`src/rtl/pipe_pkg.sv`:
```
// Shared pipeline definitions for the ID/EX stage: forwarding select codes,
// the ID-side control bundle and the ALU opcode width.
package pipe_pkg;

  localparam int unsigned ALUW = 4;

  // Bypass-unit select codes; 2'b11 is reserved and behaves as FWD_REGFILE.
  localparam logic [1:0] FWD_REGFILE = 2'b00;
  localparam logic [1:0] FWD_MEMWB   = 2'b01;
  localparam logic [1:0] FWD_EXMEM   = 2'b10;

  typedef struct packed {
    logic [ALUW-1:0] alu_op;
    logic            alu_src;
    logic            reg_write;
    logic            mem_read;
    logic            mem_write;
  } id_ex_ctrl_t;

  localparam id_ex_ctrl_t CTRL_NONE = '0;

  // Folds the reserved code onto the regfile path so muxes only see three cases.
  function automatic logic [1:0] fwd_norm(input logic [1:0] sel);
    return (sel == 2'b11) ? FWD_REGFILE : sel;
  endfunction

endpackage

```
`src/rtl/load_use_detect.sv`:
```
// Load-use hazard detector: flags an ID instruction that reads the register
// a load currently in EX will write. Purely combinational.
module load_use_detect
  import pipe_pkg::*;
#(
  parameter int unsigned RW = 5
) (
  input  logic          ex_valid,
  input  logic          ex_mem_read,
  input  logic [RW-1:0] ex_rd,
  input  logic          id_valid,
  input  logic [RW-1:0] id_rs,
  input  logic [RW-1:0] id_rt,
  output logic          lu
);

  logic rd_nonzero;
  logic src_match;

  // Register 0 is hardwired, so a load targeting it can never create a hazard.
  always_comb begin
    rd_nonzero = (ex_rd != '0);
    src_match  = (ex_rd == id_rs) || (ex_rd == id_rt);
    lu         = ex_valid && ex_mem_read && rd_nonzero && id_valid && src_match;
  end

endmodule

```
`src/rtl/id_ex_stage.sv`:
```
// ID/EX pipeline register for the 5-stage MIPS core. Applies the bypass
// selections to the operands, registers operands/control/indices into EX and
// inserts a bubble on a load-use hazard (with a one-cycle stall) or on a
// branch flush from EX.
// Optional build macro ID_EX_PERF_CNT_EN adds perf_stall_cnt/perf_flush_cnt.
// ALU opcode width comes from pipe_pkg::ALUW.
module id_ex_stage
  import pipe_pkg::*;
#(
  parameter int unsigned DW = 32,
  parameter int unsigned RW = 5
) (
  input  logic            clk,
  input  logic            rst,
  input  logic            id_valid,
  input  logic [RW-1:0]   id_rs,
  input  logic [RW-1:0]   id_rt,
  input  logic [RW-1:0]   id_rd,
  input  logic [DW-1:0]   id_rs_data,
  input  logic [DW-1:0]   id_rt_data,
  input  logic [DW-1:0]   id_imm,
  input  logic [ALUW-1:0] id_alu_op,
  input  logic            id_alu_src,
  input  logic            id_reg_write,
  input  logic            id_mem_read,
  input  logic            id_mem_write,
  input  logic [1:0]      fwd_a,
  input  logic [1:0]      fwd_b,
  input  logic [DW-1:0]   exmem_result,
  input  logic [DW-1:0]   memwb_wdata,
  input  logic            ex_flush,
  output logic            stall_o,
  output logic            ex_valid,
  output logic [DW-1:0]   ex_a,
  output logic [DW-1:0]   ex_b,
  output logic [DW-1:0]   ex_store_data,
  output logic [RW-1:0]   ex_rs,
  output logic [RW-1:0]   ex_rt,
  output logic [RW-1:0]   ex_rd,
  output logic [ALUW-1:0] ex_alu_op,
  output logic            ex_reg_write,
  output logic            ex_mem_read,
  output logic            ex_mem_write
`ifdef ID_EX_PERF_CNT_EN
  ,
  output logic [31:0]     perf_stall_cnt,
  output logic [31:0]     perf_flush_cnt
`endif
);

  logic        lu;
  logic        bubble;
  id_ex_ctrl_t id_ctrl;
  logic [DW-1:0] op_a;
  logic [DW-1:0] op_b;

  logic            valid_d;
  logic [DW-1:0]   a_d;
  logic [DW-1:0]   b_d;
  logic [DW-1:0]   store_data_d;
  logic [RW-1:0]   rs_d;
  logic [RW-1:0]   rt_d;
  logic [RW-1:0]   rd_d;
  logic [ALUW-1:0] alu_op_d;
  logic            reg_write_d;
  logic            mem_read_d;
  logic            mem_write_d;

  load_use_detect #(
    .RW(RW)
  ) u_load_use_detect (
    .ex_valid    (ex_valid),
    .ex_mem_read (ex_mem_read),
    .ex_rd       (ex_rd),
    .id_valid    (id_valid),
    .id_rs       (id_rs),
    .id_rt       (id_rt),
    .lu          (lu)
  );

  // A flush squashes the ID instruction, so a simultaneous hazard must not hold it.
  always_comb begin
    stall_o = lu && !ex_flush && !rst;
    bubble  = ex_flush || lu;
  end

  // Gather ID control; an empty ID slot carries no side effects into EX.
  always_comb begin
    id_ctrl = CTRL_NONE;
    if (id_valid) begin
      id_ctrl.alu_op    = id_alu_op;
      id_ctrl.alu_src   = id_alu_src;
      id_ctrl.reg_write = id_reg_write;
      id_ctrl.mem_read  = id_mem_read;
      id_ctrl.mem_write = id_mem_write;
    end
  end

  // Operand bypass muxes ahead of the pipeline register.
  always_comb begin
    op_a = id_rs_data;
    case (fwd_norm(fwd_a))
      FWD_EXMEM: op_a = exmem_result;
      FWD_MEMWB: op_a = memwb_wdata;
      default:   op_a = id_rs_data;
    endcase
    op_b = id_rt_data;
    case (fwd_norm(fwd_b))
      FWD_EXMEM: op_b = exmem_result;
      FWD_MEMWB: op_b = memwb_wdata;
      default:   op_b = id_rt_data;
    endcase
  end

  // Next EX contents: either the ID instruction or an all-zero bubble.
  always_comb begin
    valid_d      = 1'b0;
    a_d          = '0;
    b_d          = '0;
    store_data_d = '0;
    rs_d         = '0;
    rt_d         = '0;
    rd_d         = '0;
    alu_op_d     = '0;
    reg_write_d  = 1'b0;
    mem_read_d   = 1'b0;
    mem_write_d  = 1'b0;
    if (!bubble) begin
      valid_d      = id_valid;
      a_d          = op_a;
      b_d          = id_ctrl.alu_src ? id_imm : op_b;
      store_data_d = op_b;
      rs_d         = id_rs;
      rt_d         = id_rt;
      rd_d         = id_rd;
      alu_op_d     = id_ctrl.alu_op;
      reg_write_d  = id_ctrl.reg_write;
      mem_read_d   = id_ctrl.mem_read;
      mem_write_d  = id_ctrl.mem_write;
    end
  end

  // The ID/EX register itself.
  always_ff @(posedge clk) begin
    if (rst) begin
      ex_valid      <= 1'b0;
      ex_a          <= '0;
      ex_b          <= '0;
      ex_store_data <= '0;
      ex_rs         <= '0;
      ex_rt         <= '0;
      ex_rd         <= '0;
      ex_alu_op     <= '0;
      ex_reg_write  <= 1'b0;
      ex_mem_read   <= 1'b0;
      ex_mem_write  <= 1'b0;
    end else begin
      ex_valid      <= valid_d;
      ex_a          <= a_d;
      ex_b          <= b_d;
      ex_store_data <= store_data_d;
      ex_rs         <= rs_d;
      ex_rt         <= rt_d;
      ex_rd         <= rd_d;
      ex_alu_op     <= alu_op_d;
      ex_reg_write  <= reg_write_d;
      ex_mem_read   <= mem_read_d;
      ex_mem_write  <= mem_write_d;
    end
  end

`ifdef ID_EX_PERF_CNT_EN
  // Bubble-cause counters; a flush overlapping a hazard counts only as a flush.
  always_ff @(posedge clk) begin
    if (rst) begin
      perf_stall_cnt <= '0;
      perf_flush_cnt <= '0;
    end else if (ex_flush) begin
      perf_flush_cnt <= perf_flush_cnt + 32'd1;
    end else if (lu) begin
      perf_stall_cnt <= perf_stall_cnt + 32'd1;
    end
  end
`endif

endmodule

```
`config.mk`:
```
export PLATFORM = sky130hd
export DESIGN_NAME = id_ex_stage
export DESIGN_NICKNAME = d
export VERILOG_FILES = /design/src/rtl/pipe_pkg.sv /design/src/rtl/load_use_detect.sv /design/src/rtl/id_ex_stage.sv
export SDC_FILE = /design/constraint.sdc
export NUM_CORES = 1
export LEC_CHECK = 0
export CAP_MARGIN = 30
export CORE_AREA = 3 3 122 124
export DETAILED_ROUTE_END_ITERATION = 10
export DIE_AREA = 0 0 125 127
export HOLD_SLACK_MARGIN = 0.15
export PLACE_DENSITY = 0.87
export SETUP_SLACK_MARGIN = 0.4
export SYNTH_ARGS = -nofsm -noshare
export SYNTH_HDL_FRONTEND = slang
export SYNTH_SLANG_ARGS = --single-unit
export TNS_END_PERCENT = 1
```
`constraint.sdc`:
```
create_clock -name clk -period 1.93 [get_ports clk]
set_clock_uncertainty 0.15 [all_clocks]
set_input_delay 0.2895 -clock clk [delete_from_list [all_inputs] [get_ports clk]]
set_output_delay 0.2895 -clock clk [all_outputs]
set_load 0.05 [all_outputs]
```
Word level (Yosys, flattened, before mapping)
Cells that the tools add are included.
Word-level totals
  register bits: 119
  output and inout bits: 120
Cells by class
  equality and inequality tests: 8
  multiplexer cells: 6
  bitwise operators: 1
  reductions and logical operators: 13
Operators by type and width (number)
  one-hot mux 32 bit (2 select lines): 2
  2-to-1 mux 32 bit: 1
  == test 5 bit: 2
  == test 2 bit (second input constant): 4
  logical AND 1 bit: 6
  nonzero test 5 bit: 1
  == test 2 x 1 -> 1 bit (second input constant): 2
  2-to-1 mux 2 bit: 2
  2-to-1 mux 4 bit: 1
  OR reduction 3 bit: 1
  zero test 1 bit: 2
  logical OR 1 bit: 2
  OR reduction 2 bit: 1
  NOT 1 bit: 1

Logic depth before layout (Yosys ltp)
  depth in word-level cells: 6
  mapped depth: 8
  gate-level depth less buffers: 6

By module
A second synthesis with hierarchy kept.
Unflattened totals
  cells, all modules: 505
  area, all modules: 4903.5 um2
By module, submodules not included
  id_ex_stage: times used 1, cells each 488, area each 4774.6 um2, seq. area each 2382.3 um2
  load_use_detect: times used 1, cells each 17, area each 128.9 um2, seq. area each 0.0 um2

Worst setup path before layout
No wires, ideal clock.
  path type: reg-to-output
  start point: reg ex_rd[4]
  end point: out stall_o
  data arrival time: 1.907 ns
  required time: 1.490 ns
  setup slack: -0.416 ns
  cell stages (with the launch flop): 7
  buffers on the path: 2
  cell sequence: dfxtp_1 xnor2_1 nand3_1 o22ai_1 buf_4 buf_6 and3_1
Between the ends
  word-level cells in the longest chain between the ends: 6
  elaborated cells on any way between the ends: 9
RTL lines
  start: declaration: RTL line id_ex_stage.sv:39  | output logic [RW-1:0] ex_rd,
  start signal: assignment: RTL line id_ex_stage.sv:164  | ex_rd <= rd_d;
  nonzero test 5 bit: RTL line load_use_detect.sv:22  | rd_nonzero = (ex_rd != '0);
  logical AND 1 bit (2 in a row): RTL line load_use_detect.sv:24  | lu = ex_valid && ex_mem_read && rd_nonzero && id_valid && src_match;
  logical AND 1 bit *: RTL line load_use_detect.sv:24
  logical AND 1 bit * (2 in a row): RTL line id_ex_stage.sv:83  | stall_o = lu && !ex_flush && !rst;
  end: declaration: RTL line id_ex_stage.sv:32  | output logic stall_o,
Every way passes the cells marked *; elsewhere a longest branch is shown, timed or not.

Worst setup path in the final report
  start point: reg ex_rd[3]
  end point: out stall_o
The elaborated chain is that of the path after synthesis.

==> flow_summary.json <==
{
  "synthToLayoutAreaGrowth_pct": 78.55,
  "hold_depth": 4,
  "grt.total_usage_pct": 29.61,
  "combPwrFrac_pct": 26.0,
  "cts_sinks": 119,
  "worstPathMaxFanout": 4,
  "final_area_um2": 9687,
  "place_hpwl_um": 16730,
  "slew_headroom_pct": 71.16,
  "grt_pass1_wl_um": 37200,
  "netlist_instances": 689,
  "failed_checks": "negative setup slack",
  "tns_ns": -0.1629,
  "core_um2": 13880,
  "tritoncts": "built",
  "layout_setup_ws_ns": -0.1629,
  "finalCriticalPeriod_ns": 2.093,
  "die-area_um2": 15880,
  "vias": 6705,
  "syn_avg_cell_area_um2": 7.874,
  "hold_path.class": "in2reg",
  "insertion_delay_ns": 0.41,
  "required_ns": 1.49,
  "fmax_mhz": 477.8,
  "wl_per_cell_um": 20.82,
  "clockBufferDepth": 2,
  "final_common_cell": "clkdlybuf4s50_1",
  "synth_warnings": 0,
  "reg2reg_depth": 7,
  "power.density_nw_per_um2": 823.2,
  "final_cell_mix": "clkdlybuf4s50_1 (181), nand2_1 (146), dfxtp_1 (112), a21oi_1 (101), buf_2 (76)",
  "postRouteAntennaNets": 0,
  "drc_errors": 0,
  "routed_via_density": 5.639,
  "path_class": "reg2out",
  "timing.rr.end": "ex_b[27]",
  "drt-initial-drc-count": 762,
  "num_io_pins": 311,
  "final_util_pct": 69.79,
  "h-tree-depth": 4,
  "worstMarginPinSlew_ns": 0.4326,
  "num_antenna_cells": 0,
  "rsz0062_at_grt": "true",
  "numPortBuffers": 310,
  "netlist_area_um2": 5425,
  "multi_input_area_um2": 2954,
  "dr.pass1.iters": 6,
  "grt_overflow_total": 0,
  "power_switching_uw": 2406,
  "cts_buffers": 17,
  "sw_frac_of_total_pct": 30.17,
  "start_kind": "flop",
  "synth_fp_nets": 884,
  "r2r_slack_ns": 0.05,
  "fin_crit_sh_pct": 108.4,
  "p_clk_share_pct": 41.1,
  "grt_pass1_vias": 6630,
  "fillers": 1055,
  "yosysSeqAreaShare_pct": 43.91,
  "cell_internal_pwr_uw": 5568,
  "crit_arrival_ns": 1.65,
  "drt-total-wl_um": 24750,
  "vdd_drop_max_v": 0.0005169,
  "fin_hold_ws_ns": 0.2329,
  "die_height_um": 127,
  "status": "finished, violations left",
  "slew_viol_final": 0,
  "r2r_start": "ex_rd[3]",
  "rows": 43,
  "p_leak_uw": 0.004162,
  "setup_viol": 1,
  "startpoint": "ex_rd[3]",
  "drv_cap": 0,
  "drive_gt1_share_pct": 27.85,
  "min_from": "id_valid",
  "endpoint_kind": "output pin",
  "ff_latch_area_um2": 2409,
  "antenna_found_initial": 0,
  "seqPwrFrac_pct": 32.9,
  "initial_core_util_pct": 39.08,
  "critPathCapture": "stall_o",
  "nets": 1191,
  "clockRootBuffer": "clkbuf_16",
  "clk_pin_slew_ns": 0.06,
  "ys_ff_latch": 119,
  "fp.dieW_um": 125,
  "gp_congestion": 0.8892,
  "grt_max_degree": 61,
  "ys_types": 21,
  "hold_viol_final": 0,
  "placed_area_um2": 8970
}
state kept, by name, summed over array words and instances, names as in the netlist:
name           cells
ex_rs              5
ex_valid           1
ex_a              32
ex_mem_read        1
ex_b              32
ex_reg_write       1
ex_alu_op          4
ex_rt              5
ex_rd              5
ex_mem_write       1
ex_store_data     32
per-stage QoR:
step / setup slack [ns] / total power (uW) / cells
floorplan: 0.09396 / 3697 / 689
global placement: -0.3940 / 4644 / 1149
detailed placement: -0.4409 / 4672 / 1149
CTS: -0.08670 / 7954 / 1188
global route: -0.1760 / 8224 / 1189
finish: -0.1629 / 7975 / 1189
cell type report:
cell class | instances | area share [%]
Sequential cell | 119 | 24.86
Inverter | 36 | 1.395
Clock buffer | 23 | 4.934
Clock inverter | 9 | 1.292
Tap cell | 180 | 2.325
Timing Repair Buffer | 365 | 34.69
Multi-Input combinational cell | 457 | 30.50
critical path, cell delays in order, from the launching register on:
cell	delay, ns
dfxtp_4	0.37
xnor2_1	0.21
nand2_1	0.14
o22ai_4	0.16
and3_4	0.22
buf_12	0.13
routing by layer:
layer | vias up | part of all wire, % | track usage [%]
met5 | - | 0 | 0
met1 | 3108 | 37 | 35.91
met4 | 0 | 3.4 | 11.42
li1 | 3061 | - | -
met3 | 70 | 10 | 8.027
met2 | 466 | 49 | 50.36
Yosys cell counts (all sizes together):
master | count | share of area (%)
nand3 | 42 | 3.9
inv | 36 | 2.5
o22ai | 1 | 0.12
dfxtp | 119 | 44
a221oi | 64 | 12
nor2 | 2 | 0.14
buf | 30 | 3.0
nor3 | 1 | 0.092
and3 | 1 | 0.12
or2 | 1 | 0.12
o21ai | 32 | 3.0
ha | 4 | 0.92
a22oi | 32 | 4.4
a21oi | 120 | 11
clkbuf | 47 | 3.3
nand2 | 147 | 10
xnor2 | 10 | 1.6
power groups by stage:
stage / Sequential [uW] / Clock [uW] / Combinational (uW)
2_1_floorplan: 3110 / 0 / 582
3_3_place_gp: 2670 / 0 / 1970
3_5_place_dp: 2670 / 0 / 2000
4_1_cts: 2620 / 3300 / 2030
5_1_grt: 2640 / 3400 / 2190
6_report: 2620 / 3280 / 2070
cells by family after synthesis:
| logic type | after synthesis | share of synthesized area (%) |
|---|---|---|
| DFF | 119 | 43.91 |
| xor gates and xnor gates | 10 | 1.614 |
| and+or+nand+nor | 194 | 14.51 |
| buffers and inverters | 113 | 8.764 |
| AOI/OAI and AO/OA | 249 | 30.28 |
| adders and majority gates | 4 | 0.9225 |
how the worst min path moves through the flow:
stage / to / slack (ns)
after global routing: ex_rd[3] / 0.25
after floorplan: ex_rd[0] / 0.25
after global placement: ex_store_data[14] / 0.60
final: ex_valid / 0.23
after CTS: ex_valid / 0.21
after detailed placement: ex_b[26] / 0.59
repair_timing:
item                                    CTS  global route
hold buffers                              5             1
buffers inserted                          2             0
pin swaps                                28             3
resized for setup                       399            66
hold endpoints to repair                  5             1
endpoints found under the setup margin  191           144
(Power assumes the default switching activity.)
